===== config.mk =====
export PLATFORM = sky130hd
export DESIGN_NAME = instr_fetch2_nway
export DESIGN_NICKNAME = d
export VERILOG_FILES = /design/src/rtl/instr_fetch2_nway_pkg.sv /design/src/rtl/instr_fetch2_nway_assoc_match.sv /design/src/rtl/instr_fetch2_nway.sv
export SDC_FILE = /design/constraint.sdc
export NUM_CORES = 1
export LEC_CHECK = 0
export ABC_AREA = 1
export CORE_AREA = 4 4 263 265
export DETAILED_ROUTE_END_ITERATION = 12
export DIE_AREA = 0 0 267 269
export SYNTH_ARGS = -nofsm -noshare
export SYNTH_HDL_FRONTEND = slang
export SYNTH_HIERARCHICAL = 1
export SYNTH_SLANG_ARGS = --single-unit

===== constraint.sdc =====
create_clock -name i_clk -period 5.2 [get_ports i_clk]
set_input_delay 0.78 -clock i_clk [delete_from_list [all_inputs] [get_ports i_clk]]
set_output_delay 0.78 -clock i_clk [all_outputs]
set_load 0.01 [all_outputs]

===== src/rtl/instr_fetch2_nway_pkg.sv =====
// Shared types for the two-stage N-way instruction fetch block.
// Holds address widths, ITLB/ICache entry layouts, the per-slot fetch result,
// the miss-type encoding and the miss FSM state encoding.
package instr_fetch2_nway_pkg;

    localparam int unsigned VADDR_WIDTH   = 32;
    localparam int unsigned PADDR_WIDTH   = 32;
    localparam int unsigned PAGE_OFFSET_W = 12;
    localparam int unsigned VPN_W         = VADDR_WIDTH - PAGE_OFFSET_W;
    localparam int unsigned PPN_W         = PADDR_WIDTH - PAGE_OFFSET_W;
    localparam int unsigned ICTAG_W       = PPN_W;
    localparam int unsigned INSTR_W       = 32;

    typedef struct packed {
        logic             valid;
        logic [VPN_W-1:0] vpn;
        logic [PPN_W-1:0] ppn;
    } tlb_entry_t;

    typedef struct packed {
        logic               valid;
        logic [ICTAG_W-1:0] tag;
    } icache_tag_entry_t;

    typedef struct packed {
        logic [INSTR_W-1:0] instr;
        logic               valid;
        logic               fault;
    } fetched_instr_t;

    typedef enum logic {
        MISS_ITLB   = 1'b0,
        MISS_ICACHE = 1'b1
    } miss_type_e;

    typedef enum logic [2:0] {
        ST_IDLE   = 3'd0,
        ST_REQ    = 3'd1,
        ST_WAIT   = 3'd2,
        ST_REPLAY = 3'd3,
        ST_DRAIN  = 3'd4
    } fetch_state_e;

endpackage


===== src/rtl/instr_fetch2_nway_assoc_match.sv =====
// Priority way matcher: reports a hit when any valid way's key equals the
// lookup key, and the index of the lowest matching way.
// Ports: way_valid/way_key per way, key lookup, hit_c/idx_c combinational result.
module instr_fetch2_nway_assoc_match #(
    parameter int unsigned WAYS  = 4,
    parameter int unsigned KEY_W = 20,
    localparam int unsigned IDX_W = (WAYS > 1) ? $clog2(WAYS) : 1
) (
    input  logic [WAYS-1:0]            way_valid,
    input  logic [WAYS-1:0][KEY_W-1:0] way_key,
    input  logic [KEY_W-1:0]           key,
    output logic                       hit_c,
    output logic [IDX_W-1:0]           idx_c
);

    // Scan high-to-low so the lowest matching way is the last one written.
    always_comb begin
        hit_c = 1'b0;
        idx_c = '0;
        for (int i = int'(WAYS) - 1; i >= 0; i--) begin
            if (way_valid[i] && (way_key[i] == key)) begin
                hit_c = 1'b1;
                idx_c = IDX_W'(i);
            end
        end
    end

endmodule


===== src/rtl/instr_fetch2_nway.sv =====
// Fetch stage 2: translates the held stage PC through an N-way ITLB, looks it up
// in an N-way ICache, and emits a registered fetch block. Misses are handled by
// a small FSM that issues one refill request and replays the same PC.
// Ports: i_clk/i_rst; i_pc/i_valid stage input; i_stall/i_flush pipeline control;
// i_itlb/i_icache_tag/i_icache_data arrays for the held PC; o_pc/o_instrs/o_valid
// fetch output; o_busy upstream hold; o_miss_req_* refill request with
// i_miss_req_ready; i_miss_done/i_miss_fault refill completion.
module instr_fetch2_nway
    import instr_fetch2_nway_pkg::*;
#(
    parameter int unsigned ITLB_WAYS   = 4,
    parameter int unsigned ICACHE_WAYS = 4,
    parameter int unsigned FETCH_WIDTH = 2
) (
    input  logic                                         i_clk,
    input  logic                                         i_rst,
    input  logic [VADDR_WIDTH-1:0]                       i_pc,
    input  logic                                         i_valid,
    input  logic                                         i_stall,
    input  logic                                         i_flush,
    input  tlb_entry_t [ITLB_WAYS-1:0]                   i_itlb,
    input  icache_tag_entry_t [ICACHE_WAYS-1:0]          i_icache_tag,
    input  logic [ICACHE_WAYS-1:0][32*FETCH_WIDTH-1:0]   i_icache_data,
    output logic [VADDR_WIDTH-1:0]                       o_pc,
    output fetched_instr_t [FETCH_WIDTH-1:0]             o_instrs,
    output logic                                         o_valid,
    output logic                                         o_busy,
    output logic                                         o_miss_req_valid,
    output logic                                         o_miss_req_type,
    output logic [PADDR_WIDTH-1:0]                       o_miss_req_addr,
    input  logic                                         i_miss_req_ready,
    input  logic                                         i_miss_done,
    input  logic                                         i_miss_fault
);

    localparam int unsigned TLB_IDX_W = (ITLB_WAYS > 1) ? $clog2(ITLB_WAYS) : 1;
    localparam int unsigned IC_IDX_W  = (ICACHE_WAYS > 1) ? $clog2(ICACHE_WAYS) : 1;
    localparam int unsigned SLOT_W    = (FETCH_WIDTH > 1) ? $clog2(FETCH_WIDTH) : 1;
    localparam int unsigned BLK_OFF_W = $clog2(FETCH_WIDTH) + 2;
    localparam int unsigned BLK_W     = 32 * FETCH_WIDTH;

    fetch_state_e                      state, state_nxt;
    logic [VADDR_WIDTH-1:0]            stage_pc;
    logic                              stage_valid;
    logic                              fault_pend;
    miss_type_e                        miss_type_q, miss_type_c;
    logic [PADDR_WIDTH-1:0]            miss_addr_q, miss_addr_c;
    logic                              miss_launch_c, hit_emit_c, fault_emit_c, fault_now_c;

    logic [ITLB_WAYS-1:0]              tlb_vld;
    logic [ITLB_WAYS-1:0][VPN_W-1:0]   tlb_vpn;
    logic [ICACHE_WAYS-1:0]            tag_vld;
    logic [ICACHE_WAYS-1:0][ICTAG_W-1:0] tag_key;
    logic                              tlb_hit, tag_hit, ic_hit;
    logic [TLB_IDX_W-1:0]              tlb_idx;
    logic [IC_IDX_W-1:0]               ic_idx;
    logic [PPN_W-1:0]                  tlb_ppn;
    logic [BLK_W-1:0]                  sel_data;
    logic [SLOT_W-1:0]                 slot_start;
    logic [PADDR_WIDTH-1:0]            blk_addr;
    fetched_instr_t [FETCH_WIDTH-1:0]  hit_slots, fault_slots;

    // Flatten array entries into matcher vectors.
    always_comb begin
        tlb_vld = '0;
        tlb_vpn = '0;
        tag_vld = '0;
        tag_key = '0;
        for (int w = 0; w < int'(ITLB_WAYS); w++) begin
            tlb_vld[w] = i_itlb[w].valid;
            tlb_vpn[w] = i_itlb[w].vpn;
        end
        for (int w = 0; w < int'(ICACHE_WAYS); w++) begin
            tag_vld[w] = i_icache_tag[w].valid;
            tag_key[w] = i_icache_tag[w].tag;
        end
    end

    instr_fetch2_nway_assoc_match #(.WAYS(ITLB_WAYS), .KEY_W(VPN_W)) u_tlb_match (
        .way_valid (tlb_vld),
        .way_key   (tlb_vpn),
        .key       (stage_pc[VADDR_WIDTH-1:PAGE_OFFSET_W]),
        .hit_c     (tlb_hit),
        .idx_c     (tlb_idx)
    );

    assign tlb_ppn = i_itlb[tlb_idx].ppn;

    instr_fetch2_nway_assoc_match #(.WAYS(ICACHE_WAYS), .KEY_W(ICTAG_W)) u_tag_match (
        .way_valid (tag_vld),
        .way_key   (tag_key),
        .key       (tlb_ppn),
        .hit_c     (tag_hit),
        .idx_c     (ic_idx)
    );

    // A tag hit is meaningless without a valid translation.
    assign ic_hit   = tlb_hit & tag_hit;
    assign sel_data = i_icache_data[ic_idx];
    assign blk_addr = {tlb_ppn, stage_pc[PAGE_OFFSET_W-1:BLK_OFF_W], BLK_OFF_W'(0)};

    // First valid slot comes from the word offset of the registered PC.
    assign slot_start = SLOT_W'((stage_pc >> 2) & VADDR_WIDTH'(FETCH_WIDTH - 1));

    // Slot 0 is the most significant word of the block.
    for (genvar k = 0; k < int'(FETCH_WIDTH); k++) begin : g_slot
        assign hit_slots[k].instr   = sel_data[(int'(FETCH_WIDTH) - k) * 32 - 1 -: 32];
        assign hit_slots[k].valid   = (SLOT_W'(k) >= slot_start);
        assign hit_slots[k].fault   = 1'b0;
        assign fault_slots[k].instr = '0;
        assign fault_slots[k].valid = 1'b0;
        assign fault_slots[k].fault = 1'b1;
    end

    // A faulting refill may arrive while stalled; it is remembered until emitted.
    assign fault_now_c = (i_miss_done & i_miss_fault) | fault_pend;

    // FSM state register.
    always_ff @(posedge i_clk) begin
        if (i_rst) state <= ST_IDLE;
        else       state <= state_nxt;
    end

    // FSM next state.
    always_comb begin
        state_nxt = state;
        unique case (state)
            ST_IDLE:   if (!i_flush && stage_valid && !ic_hit) state_nxt = ST_REQ;
            ST_REQ:    if (i_flush) state_nxt = ST_IDLE;
                       else if (i_miss_req_ready) state_nxt = ST_WAIT;
            ST_WAIT: begin
                // Flush with the refill already complete has nothing left to drain.
                if (i_flush)
                    state_nxt = (i_miss_done || fault_pend) ? ST_IDLE : ST_DRAIN;
                else if (i_miss_done && !i_miss_fault && !fault_pend)
                    state_nxt = ST_REPLAY;
                else if (fault_now_c && !i_stall)
                    state_nxt = ST_IDLE;
            end
            ST_REPLAY: state_nxt = ST_IDLE;
            ST_DRAIN:  if (i_miss_done) state_nxt = ST_IDLE;
            default:   state_nxt = ST_IDLE;
        endcase
    end

    // FSM outputs and datapath controls.
    always_comb begin
        o_busy           = (state != ST_IDLE) || (stage_valid && !ic_hit);
        o_miss_req_valid = (state == ST_REQ);
        miss_type_c      = tlb_hit ? MISS_ICACHE : MISS_ITLB;
        miss_addr_c      = tlb_hit ? blk_addr : PADDR_WIDTH'(stage_pc);
        miss_launch_c    = (state == ST_IDLE) && (state_nxt == ST_REQ);
        hit_emit_c       = (state == ST_IDLE) && stage_valid && ic_hit && !i_stall && !i_flush;
        fault_emit_c     = (state == ST_WAIT) && fault_now_c && !i_stall && !i_flush;
    end

    assign o_miss_req_type = miss_type_q;
    assign o_miss_req_addr = miss_addr_q;

    // Stage register, miss request capture and output register.
    always_ff @(posedge i_clk) begin
        if (i_rst) begin
            stage_pc    <= '0;
            stage_valid <= 1'b0;
            fault_pend  <= 1'b0;
            miss_type_q <= MISS_ITLB;
            miss_addr_q <= '0;
            o_pc        <= '0;
            o_instrs    <= '0;
            o_valid     <= 1'b0;
        end else begin
            fault_pend <= (state == ST_WAIT) && !i_flush && fault_now_c && i_stall;

            if (miss_launch_c) begin
                miss_type_q <= miss_type_c;
                miss_addr_q <= miss_addr_c;
            end

            if (i_flush || fault_emit_c) begin
                stage_valid <= 1'b0;
            end else if (!i_stall && !o_busy) begin
                stage_pc    <= i_pc;
                stage_valid <= i_valid;
            end

            if (i_flush) begin
                o_valid <= 1'b0;
            end else if (fault_emit_c) begin
                o_pc     <= stage_pc;
                o_instrs <= fault_slots;
                o_valid  <= 1'b1;
            end else if (hit_emit_c) begin
                o_pc     <= stage_pc;
                o_instrs <= hit_slots;
                o_valid  <= 1'b1;
            end else if (!i_stall) begin
                o_valid <= 1'b0;
            end
        end
    end

endmodule


After elaboration in Yosys (flattened, before gate mapping)
Cells that the tools add are included.
{"block": "totals", "reg_bits": 171, "inputBits": 544, "elab_cells": 116}
{"block": "op_classes", "order_cmp": 4, "n_eq_ne": 13, "n_mux": 38, "n_bitwise": 5, "n_reduce_logical": 42}
{"op": "$eq A20 B20 Y1", "count": 8}
{"op": "$mux W68", "count": 2}
{"op": "$bmux W64 S2", "count": 1}
{"op": "$mux W32", "count": 3}
{"op": "$bmux W41 S2", "count": 1}
{"op": "$mux W64", "count": 1}
{"op": "$logic_and A1 B1 Y1", "count": 26}
{"op": "$mux W3", "count": 8}
{"op": "$mux W20", "count": 1}
{"op": "$mux W2", "count": 8}
{"op": "$mux W1", "count": 12}
{"op": "$pmux W3 S4", "count": 1}
{"op": "$eq A3 B1 Y1 const B", "count": 2}
{"op": "$logic_not A1 Y1", "count": 6}
{"op": "$lt A2 B3 Y1 const B", "count": 2}
{"op": "$reduce_and A2 Y1", "count": 2}
{"op": "$reduce_or A2 Y1", "count": 2}
{"op": "$eq A3 B2 Y1 const B", "count": 1}
{"op": "$eq A3 B3 Y1 const B", "count": 1}
{"op": "$logic_not A3 Y1", "count": 1}
{"op": "$logic_or A1 B1 Y1", "count": 3}
{"op": "$ne A3 B1 Y1 const B", "count": 1}
{"op": "$reduce_bool A3 Y1", "count": 1}
{"op": "$and A1 B1 Y1", "count": 2}
{"op": "4 further kinds", "count": 6}

Depth between registers and ports, before layout
Gate-level depths: netlist of run 1.
{"block": "logic_depth", "word_depth": 21, "depth_mapped": 34, "mapped_depth_nobuf": 30}

By module
The synthesis of run 1 kept the hierarchy.
{"mod": "instr_fetch2_nway", "instances": 1, "cells_each": 1657, "area_per_inst_um2": 9804.4}
{"mod": "instr_fetch2_nway_assoc_match", "instances": 2, "cells_each": 277, "area_per_inst_um2": 1243.7}

Least setup slack after synthesis of run 1
No wires, ideal clock.
{"block": "synth_timing", "path_type": "input -> register", "start": "input port i_itlb[143] (netlist name)", "end": "register o_instrs[21] (netlist name)", "setup_time_ps": 138, "arrival_time_ps": 3733, "t_required_ps": 5062, "setup_slack_ps": 1330, "cell_stages": 32, "path_buffers": 4, "path_cell_list": "inv_1 > nand2_1 > nand2_1 > nor2_2 > nand2_1 > nor2_2 > nand2_1 > nor2_2 > nand2_1 > a21oi_2 > clkbuf_1 > clkbuf_1 > nand2_1 > nand3_1 > and2_1 > inv_2 > nand2_1 > o21ai_1 > nor2_1 > nand2_1 > nor2_1 > nand3_2 > nand2_1 > inv_1 > nor2_1 > buf_2 > buf_1 > nor2_1 > o21ai_0 > nand2_1 > nand2_2 > a21oi_2"}
{"block": "synth_via", "word_cells_on_any_way": 38, "cone_classes": "eq/ne: 5; mux: 22; bitwise: 1; reduce/logical: 10"}
{"element": "start: declaration", "line_no": "instr_fetch2_nway.sv:21", "text": "input tlb_entry_t [ITLB_WAYS-1:0] i_itlb,"}
{"element": "$eq A20 B20 Y1 *", "line_no": "instr_fetch2_nway_assoc_match.sv:21", "text": "if (way_valid[i] && (way_key[i] == key)) begin"}
{"element": "$logic_and A1 B1 Y1 *", "line_no": "instr_fetch2_nway_assoc_match.sv:21"}
{"element": "$mux W2 * (4 in series)", "line_no": "instr_fetch2_nway_assoc_match.sv:21"}
{"element": "via tlb_idx[0]", "line_no": "instr_fetch2_nway.sv:55", "text": "logic [TLB_IDX_W-1:0] tlb_idx;"}
{"element": "$bmux W41 S2 *", "line_no": "instr_fetch2_nway.sv:87", "text": "assign tlb_ppn = i_itlb[tlb_idx].ppn;"}
{"element": "$mux W20 (implied by the code) *", "line_no": "instr_fetch2_nway.sv:87"}
{"element": "via blk_addr[28]", "line_no": "instr_fetch2_nway.sv:60", "text": "logic [PADDR_WIDTH-1:0] blk_addr;"}
{"element": "$eq A20 B20 Y1", "line_no": "instr_fetch2_nway_assoc_match.sv:21"}
{"element": "$logic_and A1 B1 Y1", "line_no": "instr_fetch2_nway_assoc_match.sv:21"}
{"element": "$mux W2 (3 in series)", "line_no": "instr_fetch2_nway_assoc_match.sv:21"}
{"element": "$mux W2 *", "line_no": "instr_fetch2_nway_assoc_match.sv:21"}
{"element": "via ic_idx[1]", "line_no": "instr_fetch2_nway.sv:56", "text": "logic [IC_IDX_W-1:0] ic_idx;"}
{"element": "$bmux W64 S2 *", "line_no": "instr_fetch2_nway.sv:99", "text": "assign sel_data = i_icache_data[ic_idx];"}
{"element": "$mux W64 (implied by the code) *", "line_no": "instr_fetch2_nway.sv:99"}
{"element": "$mux W68 *", "line_no": "instr_fetch2_nway.sv:192", "text": "end else if (hit_emit_c) begin"}
{"element": "$mux W68 *", "line_no": "instr_fetch2_nway.sv:188", "text": "end else if (fault_emit_c) begin"}
{"element": "end signal: assignment", "line_no": "instr_fetch2_nway.sv:190", "text": "o_instrs <= fault_slots;"}
{"element": "end signal: assignment", "line_no": "instr_fetch2_nway.sv:194", "text": "o_instrs <= hit_slots;"}
{"element": "end: declaration", "line_no": "instr_fetch2_nway.sv:25", "text": "output fetched_instr_t [FETCH_WIDTH-1:0] o_instrs,"}
The timed path passes the listed nets; every way through them passes the cells marked *. The select of a mux whose other input is x is not followed.
A chain may end at the register's enable or synchronous reset.

Final worst setup path of run 1
{"block": "layout_timing", "start": "input port i_itlb[146] (netlist name)", "end": "output port o_busy"}
{"block": "layout_via", "elab_chain_len": 18, "word_cells_on_any_way": 28, "cone_classes": "eq/ne: 5; mux: 14; bitwise: 1; reduce/logical: 8"}
{"element": "$eq A20 B20 Y1 *", "line_no": "instr_fetch2_nway_assoc_match.sv:21"}
{"element": "$logic_and A1 B1 Y1 *", "line_no": "instr_fetch2_nway_assoc_match.sv:21"}
{"element": "$mux W2 * (4 in series)", "line_no": "instr_fetch2_nway_assoc_match.sv:21"}
{"element": "via tlb_idx[0]", "line_no": "instr_fetch2_nway.sv:55"}
{"element": "$bmux W41 S2 *", "line_no": "instr_fetch2_nway.sv:87"}
{"element": "$mux W20 (implied by the code) *", "line_no": "instr_fetch2_nway.sv:87"}
{"element": "via blk_addr[27]", "line_no": "instr_fetch2_nway.sv:60"}
{"element": "$eq A20 B20 Y1", "line_no": "instr_fetch2_nway_assoc_match.sv:21"}
{"element": "$logic_and A1 B1 Y1", "line_no": "instr_fetch2_nway_assoc_match.sv:21"}
{"element": "$mux W1 (3 in series)", "line_no": "instr_fetch2_nway_assoc_match.sv:21"}
{"element": "$mux W1 *", "line_no": "instr_fetch2_nway_assoc_match.sv:21"}
{"element": "via tag_hit", "line_no": "instr_fetch2_nway.sv:54", "text": "logic tlb_hit, tag_hit, ic_hit;"}
{"element": "$and A1 B1 Y1 *", "line_no": "instr_fetch2_nway.sv:98", "text": "assign ic_hit = tlb_hit & tag_hit;"}
{"element": "$logic_not A1 Y1 *", "line_no": "instr_fetch2_nway.sv:148", "text": "o_busy = (state != ST_IDLE) || (stage_valid && !ic_hit);"}
{"element": "$logic_and A1 B1 Y1 *", "line_no": "instr_fetch2_nway.sv:148"}
{"element": "$logic_or A1 B1 Y1 *", "line_no": "instr_fetch2_nway.sv:148"}
{"element": "end: declaration", "line_no": "instr_fetch2_nway.sv:27", "text": "output logic o_busy,"}
Marks and branches as above.

==> reports/qor.yml, run 1 <==
floorplanning:
  ios: 680
  start_util: 0.184
  core.rowCount: 95
  die_h_um: 269
  dieArea_mm2: 0.0718
  core_area_mm2: 0.0668
  fp.dieW_um: 267
yosys:
  yosys_warnings: 6
  ys_ff_latch: 170
  synth.area.top_cells: "dfxtp_1 28%, nand2_1 18%, nor2_1 17%, nand3_1 8.5%, o21ai_0 7.5%"
  synth_nets: 2755
  synth_area_mm2: 0.0123
  synth_cells: 2211
  syn_avg_cell_area_um2: 5.56
  synth.yosys.seq_area_share: 0.277
  synth_area_leader_cell: "dfxtp_1"
  yosys.cell_types.count: 33
  netlist.area_leader.share: 0.277
layout:
  stdcell_area_mm2: 0.0217
  final_util: 0.324
  nets: 3467
  area_growth_syn_to_layout_pct: 76.2
  drive_above_1_share: 0.0971
global_route:
  grt_pass1_wl_mm: 101
  grt_antenna_before_repair: 5
  grt_pass1_vias: 15600
  grt_max_degree: 75
  grt-ovfl-total: 0
  grtUsageTotal: 0.189
drt:
  final_antenna_net_count: 0
  drc: 0
  wirelength_mm: 72.7
  vias: 16500
  avgViaCountPerCell: 4.32
  avgRoutedWirePerCell_um: 19.1
  dr.pass1.iters: 5
  drt_iter0_drc: 1325
power_and_ir_drop:
  clkPwrFrac: 0.372
  powerDensity_mw_per_mm2: 169
  p_switching_w: 0.00105
  swShare: 0.288
  leakage_nw: 9.39
  power_frac_seq: 0.372
  combPwrFrac: 0.256
  p_int_w: 0.00260
  irDropWorstVdd_mv: 0.222
timing:
  max_slew.worst_pin.slew_ns: 0.972
  clock.fmax_ghz: 0.198
  finalSetupViolCount: 0
  slew_headroom: 0.352
  hold_viol: 0
  skew_ns: 0.0141
  fin_ws_ns: 0.157
  fin_crit_sh: 0.970
  slew_viol_final: 0
  min_period_ns: 5.04
  whs_ns: 0.482
critical_path:
  path_max_fanout: 9
  start_kind: "primary input"
  crit_type: "in -> out"
  worstPathRequired_ns: 4.42
  crit_arrival_ns: 4.26
  end_kind: "primary output"
placed_design:
  dp_slack_ns: -0.358
  hpwl_mm: 58.4
  routabilityCongestion: 0.969
  io_buffers: 679
  dpl-instance-area_mm2: 0.0209
clocking:
  numCtsBuffers: 17
  htree_levels: 4
  cts-hold-fix-buffers: 0
  cts_root_buf: "clkbuf_16"
  clk_latency_ns: 0.48
  clk_path_buf_depth: 2
  clk_pin_slew_worst_paths_ns: 0.07
  cts_tree: "built"
  cts.sinks: 170
outcome:
  status: "completed"
flow_run:
  drv_cap: 0
worst_hold_path:
  hold_path.class: "reg -> reg"
flip-flops by register name, indices dropped and copies added, names as in the netlist:
register and flops:
state 3, o_miss_req_type 1, o_miss_req_addr 32, fault_pend 1, o_pc 32, stage_valid 1
stage_pc 32, o_instrs 67, o_valid 1
per-layer routing:
metal | vias up | part of all wire | global-route usage
li1 | 8343 | - | -
met3 | 89 | 0.075 | 0.0511
met1 | 7427 | 0.43 | 0.244
met4 | 4 | 0.025 | 0.0597
met2 | 608 | 0.47 | 0.310
met5 | - | 0.00029 | 0
what timing repair did:
| action | CTS | global route |
|---|---|---|
| gates cloned | 0 | 2 |
| gates resized for setup | 12 | 50 |
| buffers inserted | 0 | 4 |
| endpoints found under the setup margin | 1 | 34 |
| pin swaps | 2 | 21 |
| endpoints found under the hold margin | 0 | 0 |
synth_stat cells, drive strengths merged:
master,instances
nand2,585
nor2,554
nand3,214
o21ai,211
inv,195
dfxtp,170
buf,83
a21oi,76
clkbuf,42
xnor2,24
and2,20
xor2,12
o22ai,8
a21boi,4
nand4,4
nand3b,3
o211ai,2
o221ai,2
a22oi,1
clkinv,1
power by group through the flow:
stage / Clock (W) / Sequential [W] / Combinational [W]
finish: 0.00136 / 0.00136 / 0.000937
global route: 0.00146 / 0.00136 / 0.00101
CTS: 0.00143 / 0.00136 / 0.000929
detailed placement: 0 / 0.00139 / 0.000922
global placement: 0 / 0.00139 / 0.000931
floorplan: 0 / 0.00138 / 0.000301
path summary, 6_finish.rpt:
kind,from,to,slack (ns),cells after the start
hold reg to reg,o_instrs[43]$_SDFFE_PP0P_,o_instrs[43]$_SDFFE_PP0P_,0.48,2
hold / removal,o_instrs[43]$_SDFFE_PP0P_,o_instrs[43]$_SDFFE_PP0P_,0.48,2
setup / recovery,i_itlb[146],o_busy,0.16,26
setup reg to reg,stage_pc[16]$_SDFFE_PP0P_,o_instrs[33]$_SDFFE_PP0P_,0.43,29
stage by stage:
stage	total power [W]	instances	TNS, ns
floorplan	0.00168	2211	0
global placement	0.00232	3771	-14.59
global route	0.00384	3810	-0.0194
CTS	0.00372	3802	0
finish	0.00366	3810	0
detailed placement	0.00231	3771	-15.37
kinds of logic (layout without fill, tap and decap cells):
family          after synthesis  in the layout  synth area share
compound gates              304            304             0.130
xor+xnor                     36             36            0.0257
buf+inv                     321           1044             0.111
flops                       170            170             0.277
other cells                   0              2                 0
simple gates               1380           1381             0.456
critical path, cell delays in order:
cell             delay [ns]
clkdlybuf4s50_1        0.46
nand2_1                0.09
nand2_1                0.06
nor2_2                 0.10
nand2_1                0.07
nor2_2                 0.15
nand2_1                0.08
nor2_2                 0.11
nand2_2                0.07
a21oi_4                0.21
inv_2                  0.08
buf_4                  0.15
clkbuf_16              0.15
nand2_1                0.06
nand3_1                0.06
and2_1                 0.17
buf_12                 0.15
xnor2_1                0.21
nand4_1                0.16
nor2_2                 0.13
nand3_2                0.12
nand4_1                0.18
nand2_2                0.15
nand2_2                0.11
nand2_1                0.07
buf_6                  0.13
cell usage in the layout (no fill, tap or decap), types with 3 or more instances in the layout:
master,netlist,layout
a21oi_1,64,64
a21oi_2,12,10
and2_1,20,6
and2_2,0,3
and2_4,0,11
buf_12,0,23
buf_4,5,114
clkbuf_16,0,18
clkdlybuf4s50_1,0,667
dfxtp_1,170,167
dfxtp_2,0,3
dlymetal6s2s_1,0,10
inv_1,152,151
inv_2,42,39
inv_4,0,3
inv_6,1,5
nand2_1,574,570
nand2_2,11,14
nand3_1,209,207
nand3_2,5,7
nand3b_1,3,3
nand4_1,4,4
nor2_1,543,535
nor2_2,10,16
nor2_4,1,4
o21ai_0,184,183
o21ai_1,27,28
o22ai_1,8,8
xnor2_1,24,24
xor2_1,12,12
area by class of cell:
cell class,instances,area [um2]
flip-flops and latches,170,3410
clock inverters,10,130
multi-input cells,1721,7630
clock buffers,21,460
fillers,7371,45100
inverters,196,754
diodes,2,5.00
well taps,873,1090
repair buffers,817,8170
Note: power is estimated with default switching activity, not from simulation.
==> inputs of run 2 (changes only) <==
--- a/config.mk
+++ b/config.mk
@@ -9,6 +9,7 @@
 export CORE_AREA = 4 4 263 265
 export DETAILED_ROUTE_END_ITERATION = 12
 export DIE_AREA = 0 0 267 269
+export SLEW_MARGIN = 20
 export SYNTH_ARGS = -nofsm -noshare
 export SYNTH_HDL_FRONTEND = slang
 export SYNTH_HIERARCHICAL = 1
==> results of run 2 <==
Same layout as run 1: the final DEF is identical, and so are final timing and power.
